`src/rtl/countdown_timer.sv`:
```
// countdown_timer
//   Four-digit BCD mm:ss countdown timer. A preset is loaded (each digit
//   clamped to valid BCD), start begins counting, and each 1 Hz tick in RUN
//   decrements the count by one second through a borrow chain. Reaching 00:00
//   pulses done and enters EXPIRED, which only load or reset can leave.
//
//   Optional feature macro: COUNTDOWN_AUTO_RELOAD_EN
//     When defined, the tick at 00:01 reloads the count from the preset
//     register and the timer stays in RUN. done still pulses and expired
//     never asserts.
//
// Ports
//   clk                          in   system clock, rising edge
//   reset                        in   synchronous active-high, clears all state
//   tick                         in   one-cycle 1 Hz enable pulse
//   pause                        in   level, holds the count while in RUN
//   load                         in   pulse, captures clamped preset, aborts run
//   start                        in   pulse, IDLE -> RUN when count is non-zero
//   preset_min_tens/min_ones/
//   preset_sec_tens/sec_ones     in   4-bit BCD preset digits
//   min_tens/min_ones/
//   sec_tens/sec_ones            out  current count digits, registered
//   running                      out  high in RUN (also while paused)
//   expired                      out  high in EXPIRED
//   done                         out  one-cycle pulse when the count completes
module countdown_timer (
  input  logic       clk,
  input  logic       reset,
  input  logic       tick,
  input  logic       pause,
  input  logic       load,
  input  logic       start,
  input  logic [3:0] preset_min_tens,
  input  logic [3:0] preset_min_ones,
  input  logic [3:0] preset_sec_tens,
  input  logic [3:0] preset_sec_ones,
  output logic [3:0] min_tens,
  output logic [3:0] min_ones,
  output logic [3:0] sec_tens,
  output logic [3:0] sec_ones,
  output logic       running,
  output logic       expired,
  output logic       done
);

  typedef enum logic [1:0] {
    IDLE    = 2'd0,
    RUN     = 2'd1,
    EXPIRED = 2'd2
  } state_t;

  state_t      state, state_next;
  // Count and preset are held packed as {min_tens, min_ones, sec_tens, sec_ones}.
  logic [15:0] count, count_next;
  logic [15:0] preset, preset_next;
  logic [15:0] load_val;
  logic        done_next;

  function automatic logic [3:0] clamp_ones(input logic [3:0] d);
    return (d > 4'd9) ? 4'd9 : d;
  endfunction

  function automatic logic [3:0] clamp_tens(input logic [3:0] d);
    return (d > 4'd5) ? 4'd5 : d;
  endfunction

  // One-second BCD decrement. Each digit that is already zero wraps to its
  // maximum and borrows from the next more significant digit. Only called
  // with a non-zero count, so min_tens never wraps.
  function automatic logic [15:0] dec_bcd(input logic [15:0] c);
    logic [3:0] mt, mo, st, so;
    mt = c[15:12];
    mo = c[11:8];
    st = c[7:4];
    so = c[3:0];
    if (so != 4'd0) begin
      so = so - 4'd1;
    end else begin
      so = 4'd9;
      if (st != 4'd0) begin
        st = st - 4'd1;
      end else begin
        st = 4'd5;
        if (mo != 4'd0) begin
          mo = mo - 4'd1;
        end else begin
          mo = 4'd9;
          mt = mt - 4'd1;
        end
      end
    end
    return {mt, mo, st, so};
  endfunction

  assign load_val = {clamp_tens(preset_min_tens), clamp_ones(preset_min_ones),
                     clamp_tens(preset_sec_tens), clamp_ones(preset_sec_ones)};

  always_ff @(posedge clk) begin
    if (reset) begin
      state   <= IDLE;
      count   <= 16'h0000;
      preset  <= 16'h0000;
      done    <= 1'b0;
      running <= 1'b0;
      expired <= 1'b0;
    end else begin
      state   <= state_next;
      count   <= count_next;
      preset  <= preset_next;
      done    <= done_next;
      running <= (state_next == RUN);
      expired <= (state_next == EXPIRED);
    end
  end

  // Priority load > start > tick. start only acts in IDLE, so a start seen
  // in RUN falls through and a simultaneous tick is still honoured.
  always_comb begin
    state_next  = state;
    count_next  = count;
    preset_next = preset;
    done_next   = 1'b0;
    if (load) begin
      preset_next = load_val;
      count_next  = load_val;
      state_next  = IDLE;
    end else if (start && (state == IDLE) && (count != 16'h0000)) begin
      state_next = RUN;
    end else if ((state == RUN) && tick && !pause && (count != 16'h0000)) begin
      done_next = (count == 16'h0001);
      if (count == 16'h0001) begin
`ifdef COUNTDOWN_AUTO_RELOAD_EN
        count_next = preset;
`else
        count_next = 16'h0000;
        state_next = EXPIRED;
`endif
      end else begin
        count_next = dec_bcd(count);
      end
    end
  end

  assign min_tens = count[15:12];
  assign min_ones = count[11:8];
  assign sec_tens = count[7:4];
  assign sec_ones = count[3:0];

endmodule
```
`config.mk`:
```
export PLATFORM = sky130hd
export DESIGN_NAME = countdown_timer
export DESIGN_NICKNAME = d
export VERILOG_FILES = /design/src/rtl/countdown_timer.sv
export SDC_FILE = /design/constraint.sdc
export NUM_CORES = 1
export LEC_CHECK = 0
export CORE_MARGIN = 2
export CORE_UTILIZATION = 35
export CTS_BUF_LIST = sky130_fd_sc_hd__clkbuf_8
export DETAILED_ROUTE_END_ITERATION = 12
export GPL_ROUTABILITY_DRIVEN = 0
export PLACE_DENSITY_LB_ADDON = 0.3
export SYNTH_ARGS = -nofsm -noshare
export SYNTH_HDL_FRONTEND = slang
export SYNTH_SLANG_ARGS = --single-unit
```
`constraint.sdc`:
```
create_clock -name clk -period 4.22 [get_ports clk]
set_clock_uncertainty 0.05 [all_clocks]
set_input_delay 0.844 -clock clk [delete_from_list [all_inputs] [get_ports clk]]
set_output_delay 0.844 -clock clk [all_outputs]
set_load 0.02 [all_outputs]
```
Yosys cells after proc, flatten, opt, wreduce, memory -nomap -nowiden
Index checks and enable logic that the tools add are counted.
{"block": "op_classes", "addsub": 4, "reduce_logical": 17, "eq_ne": 8, "order_cmp": 4, "mux": 21, "bitwise_logic": 1}
{"op": "$mux W16", "n": 4}
{"op": "$mux W4", "n": 13}
{"op": "$eq A16 B1 Y1 const B", "n": 1}
{"op": "$reduce_bool A16 Y1", "n": 1}
{"op": "$sub A4 B1 Y4 const B", "n": 4}
{"op": "$reduce_bool A4 Y1", "n": 3}
{"op": "$ne A3 B3 Y1 const B", "n": 3}
{"op": "$gt A4 B3 Y1 const B", "n": 2}
{"op": "$gt A4 B4 Y1 const B", "n": 2}
{"op": "$mux W2", "n": 4}
{"op": "$logic_and A1 B1 Y1", "n": 5}
{"op": "$reduce_and A5 Y1", "n": 1}
{"op": "$eq A2 B1 Y1 const B", "n": 2}
{"op": "$reduce_and A4 Y1", "n": 1}
{"op": "$reduce_or A4 Y1", "n": 1}
{"op": "$reduce_and A3 Y1", "n": 1}
{"op": "$eq A2 B2 Y1 const B", "n": 1}
{"op": "$logic_not A2 Y1", "n": 1}
{"op": "$ne A2 B2 Y1 const B", "n": 1}
{"op": "$reduce_and A2 Y1", "n": 1}
{"op": "$reduce_bool A2 Y1", "n": 1}
{"op": "$logic_not A1 Y1", "n": 1}
{"op": "$not A1 Y1", "n": 1}
{"block": "word_totals", "out_inout_bits": 19, "ff_bits": 21, "wordCells": 63}

Longest topological paths before layout
Gate-level depths: netlist of the first run.
{"block": "logic_depth", "depth_word": 8, "mapped_depth": 8, "mapped_depth_nobuf": 7}

Worst setup path after synthesis of the first run
Ideal clock, no wire load.
{"block": "synth_path", "path_type": "in2reg", "start": "input port tick", "end": "register count[14]", "path_slack_ns": 1.923, "arrival_ns": 2.115, "cell_stages": 6, "setup_time_ns": 0.132, "path_cell_list": "nor4bb_1 -> buf_2 -> nand2_1 -> a2111oi_1 -> a211o_1 -> a21oi_1"}
{"block": "synth_between", "elab_chain_len": 5}
{"item": "from (decl)", "line_no": "29", "source": "input logic tick,"}
{"item": "$logic_and A1 B1 Y1 (3 in series)", "line_no": "129", "source": "end else if ((state == RUN) && tick && !pause && (count != 16'h0000)) begin"}
{"item": "$reduce_bool A2 Y1 (no line)"}
{"item": "$reduce_and A5 Y1 (no line)"}
{"item": "to (signal assigned)", "line_no": "108", "source": "count <= count_next;"}
{"item": "to (decl)", "line_no": "54", "source": "logic [15:0] count, count_next;"}
No other way between the ends.
A chain may end at the register's enable or synchronous reset.

Worst setup path in the final report of the first run
Ends and elaborated chain as after synthesis.

==> results.sh, run 1 <==
export IMPL_cts_setup_buffers=0
export IMPL_root_buffer="clkbuf_8"
export IMPL_critPathRequiredTime_ps=4310
export IMPL_fin_tns_setup_ps=0
export IMPL_worst_pin_slew_ps=762
export IMPL_cts_hold_buf=0
export IMPL_worstPathArrival_ps=2900
export IMPL_multi_input_area_um2=956
export IMPL_yosys_top_cells_count="21 x dfxtp_1, 15 x a21oi_1, 13 x nand2_1, 12 x inv_1, 12 x nor2_1"
export IMPL_dieHeight_um=68.5
export IMPL_fp_row_count=23
export IMPL_ys_ff_latch=21
export IMPL_synth_area_leaders="dfxtp_1 29%, ha_1 6.0%, a21oi_1 5.2%, nand2_1 3.3%, inv_1 3.1%"
export IMPL_setup_viol_count_final=0
export IMPL_drv_cap=0
export IMPL_cts_buffers=3
export IMPL_power_switching_mw=0.185
export IMPL_drt_pre_antenna_iters=4
export IMPL_num_vias=1536
export IMPL_die_area_um2=4700
export IMPL_cts_tree="built"
export IMPL_power_density_nw_per_um2=280
export IMPL_crit_family="compound AO/OA/AOI/OAI gates"
export IMPL_clock_latency_ps=270
export IMPL_async_flop_share_pct=0
export IMPL_synth_avg_cell_area_um2=8.28
export IMPL_ctsHtreeMaxLevel=1
export IMPL_synth_largest_area_cell="dfxtp_1"
export IMPL_final_nets=244
export IMPL_first_iter_violations=58
export IMPL_hp_class="register to register"
export IMPL_pin_count=41
export IMPL_clockPowerShare_pct=25.1
export IMPL_relSlewSlack_pct=49.1
export IMPL_wl_per_cell_um=14.6
export IMPL_outcome="complete, no violations"
export IMPL_grt_pass1_wl_um=6340
export IMPL_endpoint_kind="register"
export IMPL_ys_seq_area_share_pct=28.8
export IMPL_slowest_stage="a2111oi_1"
export IMPL_cts_sinks=21
export IMPL_ff_latch_area_um2=420
export IMPL_ys_flop_type="dfxtp_1"
export IMPL_vias_per_cell=5.82
export IMPL_postCtsResizedCells=0
export IMPL_slowest_delay_ps=740
export IMPL_p_int_mw=0.358
export IMPL_synthMostInstantiatedCell="dfxtp_1"
export IMPL_yosysWarnings=0
export IMPL_finalWirelength_um=3850
export IMPL_fmax_mhz=357
export IMPL_critical_path_peak_fanout=10
export IMPL_grt_pass1_vias=1426
export IMPL_nFillCells=416
export IMPL_start_util_pct=36.4
export IMPL_grt_ovfl_total=0
export IMPL_seqPwrFrac_pct=41.6
export IMPL_antenna_found_initial=0
export IMPL_fin_crit_sh_pct=66.4
export IMPL_worst_setup_path_start_kind="input port"
export IMPL_drive_above_1_share_pct=5.14
export IMPL_p_leak_nw=0.683
export IMPL_worst_path_buf_inv=2
export IMPL_core_region_area_um2=4000
export IMPL_synth_edf_count=0
export IMPL_ir_drop_v=0.000195
export IMPL_p_comb_share_pct=33.3
export IMPL_antenna_cells=0
export IMPL_period_needed_ps=2800
export IMPL_drc=0
export IMPL_p_sw_share_pct=34.1
export IMPL_portBuffers=40
export IMPL_syn_to_final_growth_pct=32.9
export IMPL_dp_hpwl_um=2900
export IMPL_synthCells=176
export IMPL_grt_max_degree=22
export IMPL_ant_nets=0
export IMPL_synthDistinctLibCells=56
export IMPL_final_util_pct=48.4
export IMPL_die_w_um=68.5
export IMPL_synth_top_cell_area_share_pct=28.8
export IMPL_rsz0062_at_grt="no"
export IMPL_clk_pin_slew_ps=90
export IMPL_syn_area_um2=1460
export IMPL_path_class="input port to register"
export IMPL_syn_nets=205
export IMPL_finalHoldViolations=0
export IMPL_drv_slew=0
export IMPL_clk_path_buf_depth=2
export IMPL_crit_chain="clkdlybuf4s50_1 -> nor4bb_1 -> buf_4 -> nand2_1 -> a2111oi_1 -> a211o_1 -> a21oi_1"
export IMPL_grtUsageTotal_pct=17.6
metrics by stage:
| step | setup WS [ps] | hold WS [ps] | cell area (µm²) | std cells | total power, mW |
|---|---|---|---|---|---|
| global route | 1230 | 492 | 1940 | 264 | 0.572 |
| CTS | 1390 | 459 | 1940 | 264 | 0.544 |
| global placement | 1170 | 438 | 1890 | 260 | 0.410 |
| finish | 1420 | 450 | 1940 | 264 | 0.543 |
| floorplan | 1920 | 415 | 1460 | 176 | 0.345 |
| detailed placement | 1120 | 448 | 1890 | 260 | 0.409 |
cells in the final DEF (no fill, tap or decap), types with 3 or more instances in the layout:
master and instances:
nor2b_1 3, a211oi_1 4, nand3_1 6, o21ai_0 8
nand4_1 4, nor2_1 12, clkbuf_8 3, dfxtp_1 21
a31oi_1 3, nor3b_1 3, clkdlybuf4s50_1 40, nand2_1 13
or3b_1 3, o31ai_1 5, ha_1 7, nor3_1 4
a21oi_1 15, inv_1 13, nor4b_1 3
flip-flops by register name, indices dropped and copies added, names as in the netlist:
register and cells:
count 16, done 1, state 2, expired 1, running 1
power by group through the flow:
stage / Clock, mW / Combinational, mW / Sequential [mW]
floorplan: 0 / 0.105 / 0.240
global placement: 0 / 0.180 / 0.230
detailed placement: 0 / 0.179 / 0.230
CTS: 0.137 / 0.181 / 0.226
global route: 0.145 / 0.199 / 0.228
finish: 0.136 / 0.181 / 0.226
path summary, 6_finish.rpt:
check / from / endpoint / slack [ps] / cells past startpoint
worst max register to register: count[8]$_SDFFE_PP0P_ / count[6]$_SDFFE_PP0P_ / 1750 / 6
worst max-delay path: tick / count[14]$_SDFFE_PP0P_ / 1420 / 7
worst min register to register: state[0]$_SDFF_PP0_ / state[0]$_SDFF_PP0_ / 450 / 2
worst min-delay path: state[0]$_SDFF_PP0_ / state[0]$_SDFF_PP0_ / 450 / 2
metal layers:
metal | track usage, % | up-vias | share of wire (%)
met2 | 28.1 | 56 | 45
met1 | 23.7 | 715 | 46
li1 | - | 757 | -
met5 | 0 | - | 0
met3 | 4.06 | 8 | 6.9
met4 | 4.50 | 0 | 1.7
worst reg2reg max path: cells and delay by family, from the launching register on:
kind / cells / cell delay [ps]
adder cells (fa/ha/maj): 1 / 200
buffers and inverters: 1 / 130
AO/OA/AOI/OAI: 1 / 340
flip-flops: 1 / 360
AND/OR/NAND/NOR: 3 / 1280
layout make-up:
type	instances	area share, %
clock inverters	1	0.194
clock buffers	3	2.13
inverters	12	2.33
well taps	50	3.23
multi-input cells	136	49.4
flip-flops and latches	21	21.7
repair buffers	41	21.1
logic make-up (layout without fill, tap and decap cells):
kind of cell,count (synthesis),in the layout,share of synthesized area [%]
muxes,1,1,0.687
xor gates and xnor gates,1,1,0.601
AOI/OAI and AO/OA,63,63,31.8
buffers and inverters,19,57,5.58
adders and majority gates,7,7,6.01
DFF,21,21,28.8
and+or+nand+nor,64,64,26.5
No activity file was read; power rests on OpenSTA's default activity.
==> run 2, diff against run 1 <==
- clock period: 4.22 -> 2.8 ns (I/O delays scaled with it)
==> run 2 against run 1 <==
  * Clock power is 59% higher
  * Global-route usage rose by 0.76 points
  * Die area unchanged
  * Combinational power increased by 56%
  * Via count is 1.2% higher
  * Wire length up 3.1%
  * Sequential share of layout area fell by 0.73 points
  * Largest power group unchanged
  * Sequential power up 50%
  * Total power increased by 55%
  * Largest cell class unchanged
  * Core utilization increased by 1.7 points
==> results.sh, run 2 (same netlist as run 1, synthesis figures left out) <==
export IMPL_grt_pass1_vias=1408
export IMPL_p_leak_nw=0.728
export IMPL_grt_max_degree=21
export IMPL_critPathRequiredTime_ps=2960
export IMPL_rr_startpoint="count[0]$_SDFFE_PP0P_"
export IMPL_slowest_delay_ps=470
export IMPL_worstPathArrival_ps=2530
export IMPL_num_vias=1555
export IMPL_grt_ovfl_total=0
export IMPL_relSlewSlack_pct=64.9
export IMPL_worst_pin_slew_ps=524
export IMPL_ctsHtreeMaxLevel=1
export IMPL_slowest_stage="or4_1"
export IMPL_regMostFlops="count"
export IMPL_cts_hold_buf=0
export IMPL_postCtsResizedCells=0
export IMPL_vias_per_cell=5.70
export IMPL_ir_drop_v=0.000211
export IMPL_first_iter_violations=68
export IMPL_finalHoldViolations=0
export IMPL_dp_hpwl_um=2920
export IMPL_r2r_slack_ps=440
export IMPL_ant_nets=0
export IMPL_largestRegisters="count (16), state (2)"
export IMPL_final_cell_mix="40 x clkdlybuf4s50_1, 21 x dfxtp_1, 15 x a21oi_1"
export IMPL_layout_commonest_cell="clkdlybuf4s50_1"
export IMPL_largest_register_ffs=16
export IMPL_ff2ff_path_depth=7
export IMPL_place_area_um2=1960
export IMPL_antenna_found_initial=0
export IMPL_final_nets=253
export IMPL_power_density_nw_per_um2=419
export IMPL_clock_latency_ps=270
export IMPL_rr_endpoint="count[7]$_SDFFE_PP0P_"
export IMPL_dieHeight_um=68.5
export IMPL_drv_slew=0
export IMPL_critical_path_peak_fanout=7
export IMPL_whs_endpoint="state[0]$_SDFF_PP0_"
export IMPL_cts_buffers=3
export IMPL_fin_tns_setup_ps=0
export IMPL_final_area_um2=2000
export IMPL_hp_class="register to register"
export IMPL_start_util_pct=36.4
export IMPL_rsz0062_at_grt="no"
export IMPL_fmax_mhz=423
export IMPL_grt_pass1_wl_um=6550
export IMPL_pin_count=41
export IMPL_whs_ps=448
export IMPL_cts_tree="built"
export IMPL_antenna_cells=0
export IMPL_die_w_um=68.5
export IMPL_fp_row_count=23
export IMPL_drive_above_1_share_pct=8.97
export IMPL_hold_start="state[0]$_SDFF_PP0_"
export IMPL_drv_cap=0
export IMPL_hold_path_cell_count=2
export IMPL_worst_setup_path_start_kind="register"
export IMPL_crit_chain="inv_1 -> ha_1 -> nor2b_1 -> nand4_1 -> a21o_1 -> or4_1 -> a21oi_1"
export IMPL_clk_path_buf_depth=2
export IMPL_die_area_um2=4700
export IMPL_nFillCells=393
export IMPL_outcome="complete, no violations"
export IMPL_cts_sinks=21
export IMPL_syn_to_final_growth_pct=37.5
export IMPL_drt_pre_antenna_iters=4
export IMPL_endpoint_kind="register"
export IMPL_clk_pin_slew_ps=90
export IMPL_critical_path_startpoint="count[0]$_SDFFE_PP0P_"
export IMPL_root_buffer="clkbuf_8"
export IMPL_grtUsageTotal_pct=18.3
export IMPL_drc=0
export IMPL_period_needed_ps=2360
export IMPL_fin_crit_sh_pct=84.4
export IMPL_path_class="register to register"
export IMPL_core_region_area_um2=4000
export IMPL_setup_viol_count_final=0
export IMPL_portBuffers=40
export IMPL_wl_per_cell_um=14.5
export IMPL_cts_setup_buffers=0
export IMPL_finalWirelength_um=3970
-- run 2: changes by cell type in the layout (fill, tap and decap cells not counted) --
| cell | previous run | this run |
|---|---|---|
| buf_4 | 1 | 10 |
-- run 2: through the flow --
| stage | power [mW] | cells | utilization, % | setup slack (ps) |
|---|---|---|---|---|
| 2_1_floorplan | 0.520 | 176 | - | 583 |
| 3_3_place_gp | 0.626 | 269 | 49.0 | 285 |
| 3_5_place_dp | 0.628 | 269 | 49.0 | 274 |
| 4_1_cts | 0.839 | 273 | 50.1 | 464 |
| 5_1_grt | 0.879 | 273 | 50.1 | 234 |
| 6_report | 0.840 | 273 | 50.1 | 436 |
-- run 2: worst max path at each step --
| stage | endpoint |
|---|---|
| 2_1_floorplan | count[7]$_SDFFE_PP0P_ |
| 3_3_place_gp | count[7]$_SDFFE_PP0P_ |
| 3_5_place_dp | count[7]$_SDFFE_PP0P_ |
| 4_1_cts | count[15]$_SDFFE_PP0P_ |
| 5_1_grt | count[7]$_SDFFE_PP0P_ |
| 6_report | count[7]$_SDFFE_PP0P_ |
-- run 2: power breakdown --
group | switching [mW] | internal, mW | total (mW)
sequential | 0.0241 | 0.316 | 0.340
clock | 0.118 | 0.0984 | 0.216
combinational | 0.149 | 0.134 | 0.283
total | 0.291 | 0.548 | 0.840
-- run 2: area by class of cell --
class | instances | area, µm² | share of cell area, %
clock buffers | 3 | 41.3 | 2.06
flip-flops and latches | 21 | 420 | 21.0
clock inverters | 1 | 3.75 | 0.187
inverters | 12 | 45.0 | 2.25
well taps | 50 | 62.6 | 3.12
multi-input cells | 136 | 956 | 47.7
repair buffers | 50 | 475 | 23.7
-- run 2: critical path: cells and delay by family (launching register included) --
family | cells | cell delay [ps]
buf+inv | 1 | 130
flops | 1 | 430
fa+ha+maj | 1 | 310
compound gates | 2 | 410
simple gates | 3 | 980
-- run 2: routing by layer --
layer  share of wire, %  global-route usage [%]
met2                 44                    28.8
met3                5.5                    2.60
met5                  0                       0
met4                1.9                    7.50
met1                 49                    25.0
